File: src/rtl/m_tx_pkg.sv
// Shared definitions for the Manchester transmitter path: scheduler states and
// default buffer/frame sizing.
package m_tx_pkg;

    localparam int unsigned DefBufDepth    = 256;
    localparam int unsigned DefMaxFrameLen = 64;

    typedef enum logic [1:0] {
        StIdle,
        StCheck,
        StStream,
        StCommit
    } sched_state_e;

    function automatic logic len_legal(input logic [7:0] len, input int unsigned max_len);
        return (len != 8'd0) && (32'(len) <= max_len);
    endfunction

endpackage

File: src/rtl/m_rr_arbiter2.sv
// Two-requester round-robin pick. The pointer names the requester preferred on a
// tie and moves to the non-owner whenever advance_i is pulsed.
module m_rr_arbiter2 (
    input  logic       clk_i,
    input  logic       rst_i,
    input  logic [1:0] req_i,
    input  logic       advance_i,
    input  logic       owner_i,
    output logic [1:0] pick_o
);

    logic ptr_q;

    always_comb begin
        pick_o = 2'b00;
        case (req_i)
            2'b01:   pick_o = 2'b01;
            2'b10:   pick_o = 2'b10;
            2'b11:   pick_o = ptr_q ? 2'b10 : 2'b01;
            default: pick_o = 2'b00;
        endcase
    end

    always_ff @(posedge clk_i) begin
        if (rst_i) begin
            ptr_q <= 1'b0;
        end else if (advance_i) begin
            ptr_q <= ~owner_i;
        end
    end

endmodule

File: src/rtl/m_tx_frame_scheduler.sv
// Admits whole frames from two byte-stream sources into the transmitter buffer,
// streams them byte by byte and pulses a commit after each frame.
module m_tx_frame_scheduler
    import m_tx_pkg::*;
#(
    parameter int unsigned BUF_DEPTH     = DefBufDepth,
    parameter int unsigned MAX_FRAME_LEN = DefMaxFrameLen
) (
    input  logic        i_clk,
    input  logic        i_rst,
    input  logic [1:0]  i_req_valid,
    input  logic [15:0] i_req_data,
    input  logic [1:0]  i_req_last,
    input  logic [15:0] i_req_len,
    output logic [1:0]  o_req_ready,
    input  logic [7:0]  i_tx_data_count,
    output logic [7:0]  o_tx_data,
    output logic        o_tx_data_we,
    output logic        o_tx_frame_commit,
    output logic [1:0]  o_grant,
    output logic        o_busy,
    output logic        o_err_len
);

    sched_state_e state_q;
    logic [1:0]   grant_q;
    logic [1:0]   drop_q;
    logic [7:0]   len_q;
    logic [7:0]   cnt_q;
    logic [7:0]   tx_data_q;
    logic         we_q;
    logic         commit_q;
    logic         busy_q;
    logic         err_q;

    logic [1:0]   pick;
    logic         win_idx;
    logic [7:0]   win_len;
    logic         win_bad;
    logic         arb;
    logic         advance;
    logic         adv_owner;
    logic [8:0]   free;
    logic         own;
    logic         own_valid;
    logic         own_last;
    logic [7:0]   own_data;
    logic         hs;
    logic [7:0]   cnt_inc;
    logic         len_hit;

    always_comb begin
        win_idx   = pick[1];
        win_len   = win_idx ? i_req_len[15:8] : i_req_len[7:0];
        win_bad   = !len_legal(win_len, MAX_FRAME_LEN);
        // A pending discard beat must be consumed before arbitrating again.
        arb       = (state_q == StIdle) && (drop_q == 2'b00) && (i_req_valid != 2'b00);
        advance   = (arb && win_bad) || (state_q == StCommit);
        adv_owner = (state_q == StCommit) ? grant_q[1] : win_idx;
        free      = 9'(BUF_DEPTH) - {1'b0, i_tx_data_count};
        own       = grant_q[1];
        own_valid = (i_req_valid & grant_q) != 2'b00;
        own_last  = own ? i_req_last[1] : i_req_last[0];
        own_data  = own ? i_req_data[15:8] : i_req_data[7:0];
        hs        = (state_q == StStream) && own_valid;
        cnt_inc   = cnt_q + 8'd1;
        len_hit   = (cnt_inc == len_q);
    end

    m_rr_arbiter2 u_arb (
        .clk_i     (i_clk),
        .rst_i     (i_rst),
        .req_i     (i_req_valid),
        .advance_i (advance),
        .owner_i   (adv_owner),
        .pick_o    (pick)
    );

    always_ff @(posedge i_clk) begin
        if (i_rst) begin
            state_q   <= StIdle;
            grant_q   <= 2'b00;
            drop_q    <= 2'b00;
            len_q     <= 8'd0;
            cnt_q     <= 8'd0;
            tx_data_q <= 8'd0;
            we_q      <= 1'b0;
            commit_q  <= 1'b0;
            busy_q    <= 1'b0;
            err_q     <= 1'b0;
        end else begin
            we_q     <= 1'b0;
            commit_q <= 1'b0;
            drop_q   <= 2'b00;
            case (state_q)
                StIdle: begin
                    if (arb) begin
                        if (win_bad) begin
                            drop_q <= pick;
                            err_q  <= 1'b1;
                        end else begin
                            grant_q <= pick;
                            len_q   <= win_len;
                            busy_q  <= 1'b1;
                            state_q <= StCheck;
                        end
                    end
                end
                StCheck: begin
                    // Hold the grant until the whole frame fits; no rotation here.
                    if ({1'b0, len_q} <= free) begin
                        cnt_q   <= 8'd0;
                        state_q <= StStream;
                    end
                end
                StStream: begin
                    if (hs) begin
                        tx_data_q <= own_data;
                        we_q      <= 1'b1;
                        cnt_q     <= cnt_inc;
                        if (len_hit || own_last) begin
                            if (len_hit != own_last) begin
                                err_q <= 1'b1;
                            end
                            state_q <= StCommit;
                        end
                    end
                end
                StCommit: begin
                    commit_q <= 1'b1;
                    grant_q  <= 2'b00;
                    busy_q   <= 1'b0;
                    state_q  <= StIdle;
                end
                default: state_q <= StIdle;
            endcase
        end
    end

    assign o_req_ready       = ((state_q == StStream) ? grant_q : 2'b00) | drop_q;
    assign o_tx_data         = tx_data_q;
    assign o_tx_data_we      = we_q;
    assign o_tx_frame_commit = commit_q;
    assign o_grant           = grant_q;
    assign o_busy            = busy_q;
    assign o_err_len         = err_q;

endmodule

File: config.mk
export PLATFORM = sky130hd
export DESIGN_NAME = m_tx_frame_scheduler
export DESIGN_NICKNAME = d
export VERILOG_FILES = /design/src/rtl/m_tx_pkg.sv /design/src/rtl/m_rr_arbiter2.sv /design/src/rtl/m_tx_frame_scheduler.sv
export SDC_FILE = /design/constraint.sdc
export NUM_CORES = 1
export LEC_CHECK = 0
export ABC_CLOCK_PERIOD_IN_PS = 3500
export CAP_MARGIN = 15
export CORE_MARGIN = 2
export CORE_UTILIZATION = 35
export DETAILED_ROUTE_END_ITERATION = 6
export GPL_ROUTABILITY_DRIVEN = 0
export GPL_TIMING_DRIVEN = 0
export PLACE_DENSITY_LB_ADDON = 0.05
export SYNTH_ARGS = -nofsm -noshare
export SYNTH_HDL_FRONTEND = slang
export SYNTH_HIERARCHICAL = 1
export SYNTH_SLANG_ARGS = --single-unit
File: constraint.sdc
create_clock -name i_clk -period 3.5 [get_ports i_clk]
set_input_delay 0.35 -clock i_clk [delete_from_list [all_inputs] [get_ports i_clk]]
set_output_delay 0.35 -clock i_clk [all_outputs]
set_load 0.03 [all_outputs]
==> flow_metrics.py <==
metrics = {
    "outcome": {
        "status": "finished, final reports clean",
    },
    "routing": {
        "first_pass_iters": 4,
        "post_drt_via_cell_ratio": 5.084,
        "routedWlPerCell_um": 14.12,
        "routedLengthMet1_mm": 3.022,
        "route.met3.wl_um": 198,
        "route.vias.total": 2054,
        "detailedRoute.firstIterationViolations": 69,
        "wirelength_mm": 5.704,
        "maxUsedRoutingLayer": "met4",
        "met2WireLength_mm": 2.409,
        "drtAntennaViolNets": 0,
        "drc_errors": 0,
    },
    "flow_run": {
        "drv.max_cap_violation_count": 0,
    },
    "setup_path": {
        "rr_endpoint": "len_q[0]",
        "worstPathBufferInverterCount": 2,
        "setup.worst_path.start_class": "primary input",
        "reg2reg_depth": 8,
        "crit_path_top_delay_cell": "or4b_4",
        "cpPeakStageDelay_ns": 0.48,
        "crit_type": "primary input to flip-flop",
        "cp-end-kind": "flip-flop",
        "critical_path.cell_chain": "clkdlybuf4s50_1 -> inv_2 -> ha_4 -> or4b_4 -> nor2_2 -> xor2_1 -> ha_1 -> nand3_2 -> or3_1 -> o2111a_2 -> or3_4 -> or4_1 -> o31ai_1",
        "worst_path_dominant_cell_family": "simple AND/OR/NAND/NOR gates",
        "cp_data_arrival_time_ns": 3.52,
        "critical_path_peak_fanout": 5,
        "required_ns": 3.72,
        "rr_startpoint": "u_arb/ptr_q",
        "timing.reg2reg.setup_slack_ns": 0.68,
    },
    "synth": {
        "synth-async-reset-ratio": 0,
        "synthFlopType": "dfxtp_1",
        "synthCells": 257,
        "syn_area_per_cell_sq_um": 8.676,
        "mappedNetlistNets": 318,
        "ys_types": 50,
        "synth.yosys.warnings": 6,
        "seq_area_frac_synth": 0.3143,
        "number_of_register_bits_inferred_by_synthesis": 35,
        "mapped_cell_area_sq_um": 2230,
        "edff_count_synth": 0,
    },
    "sta": {
        "hold_violations": 0,
        "min_period_ns": 3.302,
        "timing.slew.headroom": 0.5362,
        "timing_max_transition_violations_final": 0,
        "timing.final.crit_share": 0.9436,
        "unrepaired_setup_endpoints_after_global_routing": "false",
        "timing_worst_slew_pin_value_ns": 0.6957,
        "max_freq_mhz": 302.8,
        "skew_ns": 0.003258,
        "final-setup-viol-count": 0,
        "post-route-worst-setup-slack_ns": 0.1975,
    },
    "clock_tree": {
        "numClockSinks": 35,
        "clk_root_buffer_cell": "clkbuf_8",
        "worst_skew_pair.late_latency_ns": 0.30,
        "cts_inserted_buffers": 5,
        "clk_path_buf_depth": 2,
        "cts_tree": "done",
        "htree_num_levels": 2,
        "clkSlewWorstSetupHoldPaths_ns": 0.08,
        "cts.hold.buffers_added": 0,
    },
    "die": {
        "io-pin-count": 62,
        "floorplan.rows": 29,
        "die_width_um": 83.82,
        "die_h_um": 83.82,
        "initial_core_util": 0.3573,
        "die_area_sq_um": 7025,
        "core_region_area_sq_um": 6241,
    },
    "power": {
        "highest_ir_drop_seen_on_vdd_uv": 260.4,
        "report.power.total_w": 0.001264,
        "power.density_cell_area_nw_per_um2": 411.1,
        "p_leak_nw": 1.157,
    },
    "final_layout": {
        "num-fill-cells": 624,
        "finalInstanceArea_sq_um": 3075,
        "post_layout_nonfiller_instances": 404,
        "finish.net_count": 387,
        "inserted_diodes": 0,
        "finalCoreUtilization": 0.4928,
        "area_delta_synth_final_pct": 37.93,
        "final_layout_size_suffix_gt1_frac": 0.1101,
    },
    "hold_path": {
        "min_delay_path_depth": 2,
        "worstHoldStart": "o_err_len",
        "hold_path.class": "flip-flop to flip-flop",
        "min_to": "o_err_len",
    },
    "placed_design": {
        "place_hpwl_mm": 4.428,
        "post_dp_cell_area_sq_um": 2937,
        "placed_cells": 395,
        "pre_cts_ws_ns": -0.3077,
        "placement.io_buffers": 61,
    },
    "grt": {
        "grt_antenna_before_repair": 0,
        "grt_max_degree": 12,
        "grt_util_all_layers": 0.1690,
        "via_count_of_the_first_global_routing_pass": 2028,
        "grt.overflow.total": 0,
        "grt_pass1_wl_mm": 9.570,
    },
}
metrics by stage:
stage	hold slack (ns)	TNS [ns]
2_1_floorplan	0.4230	0
3_3_place_gp	0.4862	-1.749
3_5_place_dp	0.4879	-1.984
4_1_cts	0.5037	0
5_1_grt	0.5197	0
6_report	0.4972	0
cells by family after synthesis:
family | count (synthesis) | synth area share
multiplexers | 24 | 0.1117
XOR/XNOR | 16 | 0.06285
AND/OR/NAND/NOR | 91 | 0.2172
AO/OA/AOI/OAI | 49 | 0.1560
flip-flops | 35 | 0.3143
adder cells (fa/ha/maj) | 15 | 0.08418
buffers and inverters | 27 | 0.05387
tightest hold or removal path, delay by kind of cell (launching register included):
kind / cells / cell delay, ns
compound gates: 1 / 0.07
buf+inv: 1 / 0.05
flops: 1 / 0.33
power by group:
group	total, W	switching (W)	internal [W]
combinational	0.000454	0.000236	0.000218
clock	0.000341	0.000162	0.000179
sequential	0.000470	0.0000346	0.000435
total	0.00126	0.000432	0.000832
area by class of cell:
type | count | area (sq um) | area share
repair buffers | 62 | 620.6 | 0.2018
well taps | 77 | 96.34 | 0.03133
clock buffers | 7 | 96.34 | 0.03133
plain buffers | 10 | 56.30 | 0.01831
multi-input cells | 195 | 1434 | 0.4662
clock inverters | 1 | 7.507 | 0.002441
inverters | 17 | 63.81 | 0.02075
flip-flops and latches | 35 | 700.7 | 0.2278
worst max-delay path by stage:
stage / slack, ns / startpoint / end / depth (start not counted)
global route: 0.02 / i_tx_data_count[1] / cnt_q[3] / 13
detailed placement: -0.31 / i_tx_data_count[0] / cnt_q[4] / 13
finish: 0.20 / i_tx_data_count[1] / cnt_q[3] / 13
floorplan: 0.41 / i_tx_data_count[0] / cnt_q[4] / 12
global placement: -0.28 / i_tx_data_count[0] / cnt_q[3] / 13
CTS: 0.004 / i_tx_data_count[0] / cnt_q[3] / 13
state kept, by name, indices dropped and copies added, names as in the netlist:
name               cells
o_tx_data              8
o_err_len              1
len_q                  8
o_grant                2
o_busy                 1
u_arb/ptr_q            1
state_q                2
o_tx_data_we           1
o_tx_frame_commit      1
cnt_q                  8
drop_q                 2
Yosys cell counts (all sizes together) (7+ instances only):
cell type	instances	area (sq um)
nand2	11	41.29
ha	15	187.7
mux2i	17	170.2
nand3	8	40.04
mux2	7	78.83
a211oi	15	117.6
xnor2	8	70.07
xor2	8	70.07
dfxtp	35	700.7
clkbuf	7	37.53
inv	17	63.81
nor2	30	112.6
a21oi	14	70.07
cell usage in the layout, fill, tap and decap left out, types with 7 or more instances in the layout:
cell,instances
ha_1,14
nor2_1,29
mux2i_1,17
a21oi_1,14
nand2_1,11
nand3_1,7
clkbuf_8,8
dfxtp_1,35
a211oi_1,14
xnor2_1,8
mux2_2,7
inv_1,15
clkdlybuf4s50_1,60
xor2_1,8
per-layer routing:
metal / global-route usage / vias up
met4: 0.05132 / 0
met3: 0.04352 / 8
met1: 0.2310 / 939
li1: - / 1068
met5: 0 / -
met2: 0.2618 / 39
timing repair:
action / in CTS / in global routing
setup buffers: 0 / 1
gates resized for setup: 1 / 7
endpoints found under the setup margin: 2 / 9
pin swaps: 0 / 2
cloned: 0 / 0
No activity file was read; power rests on OpenSTA's default activity.
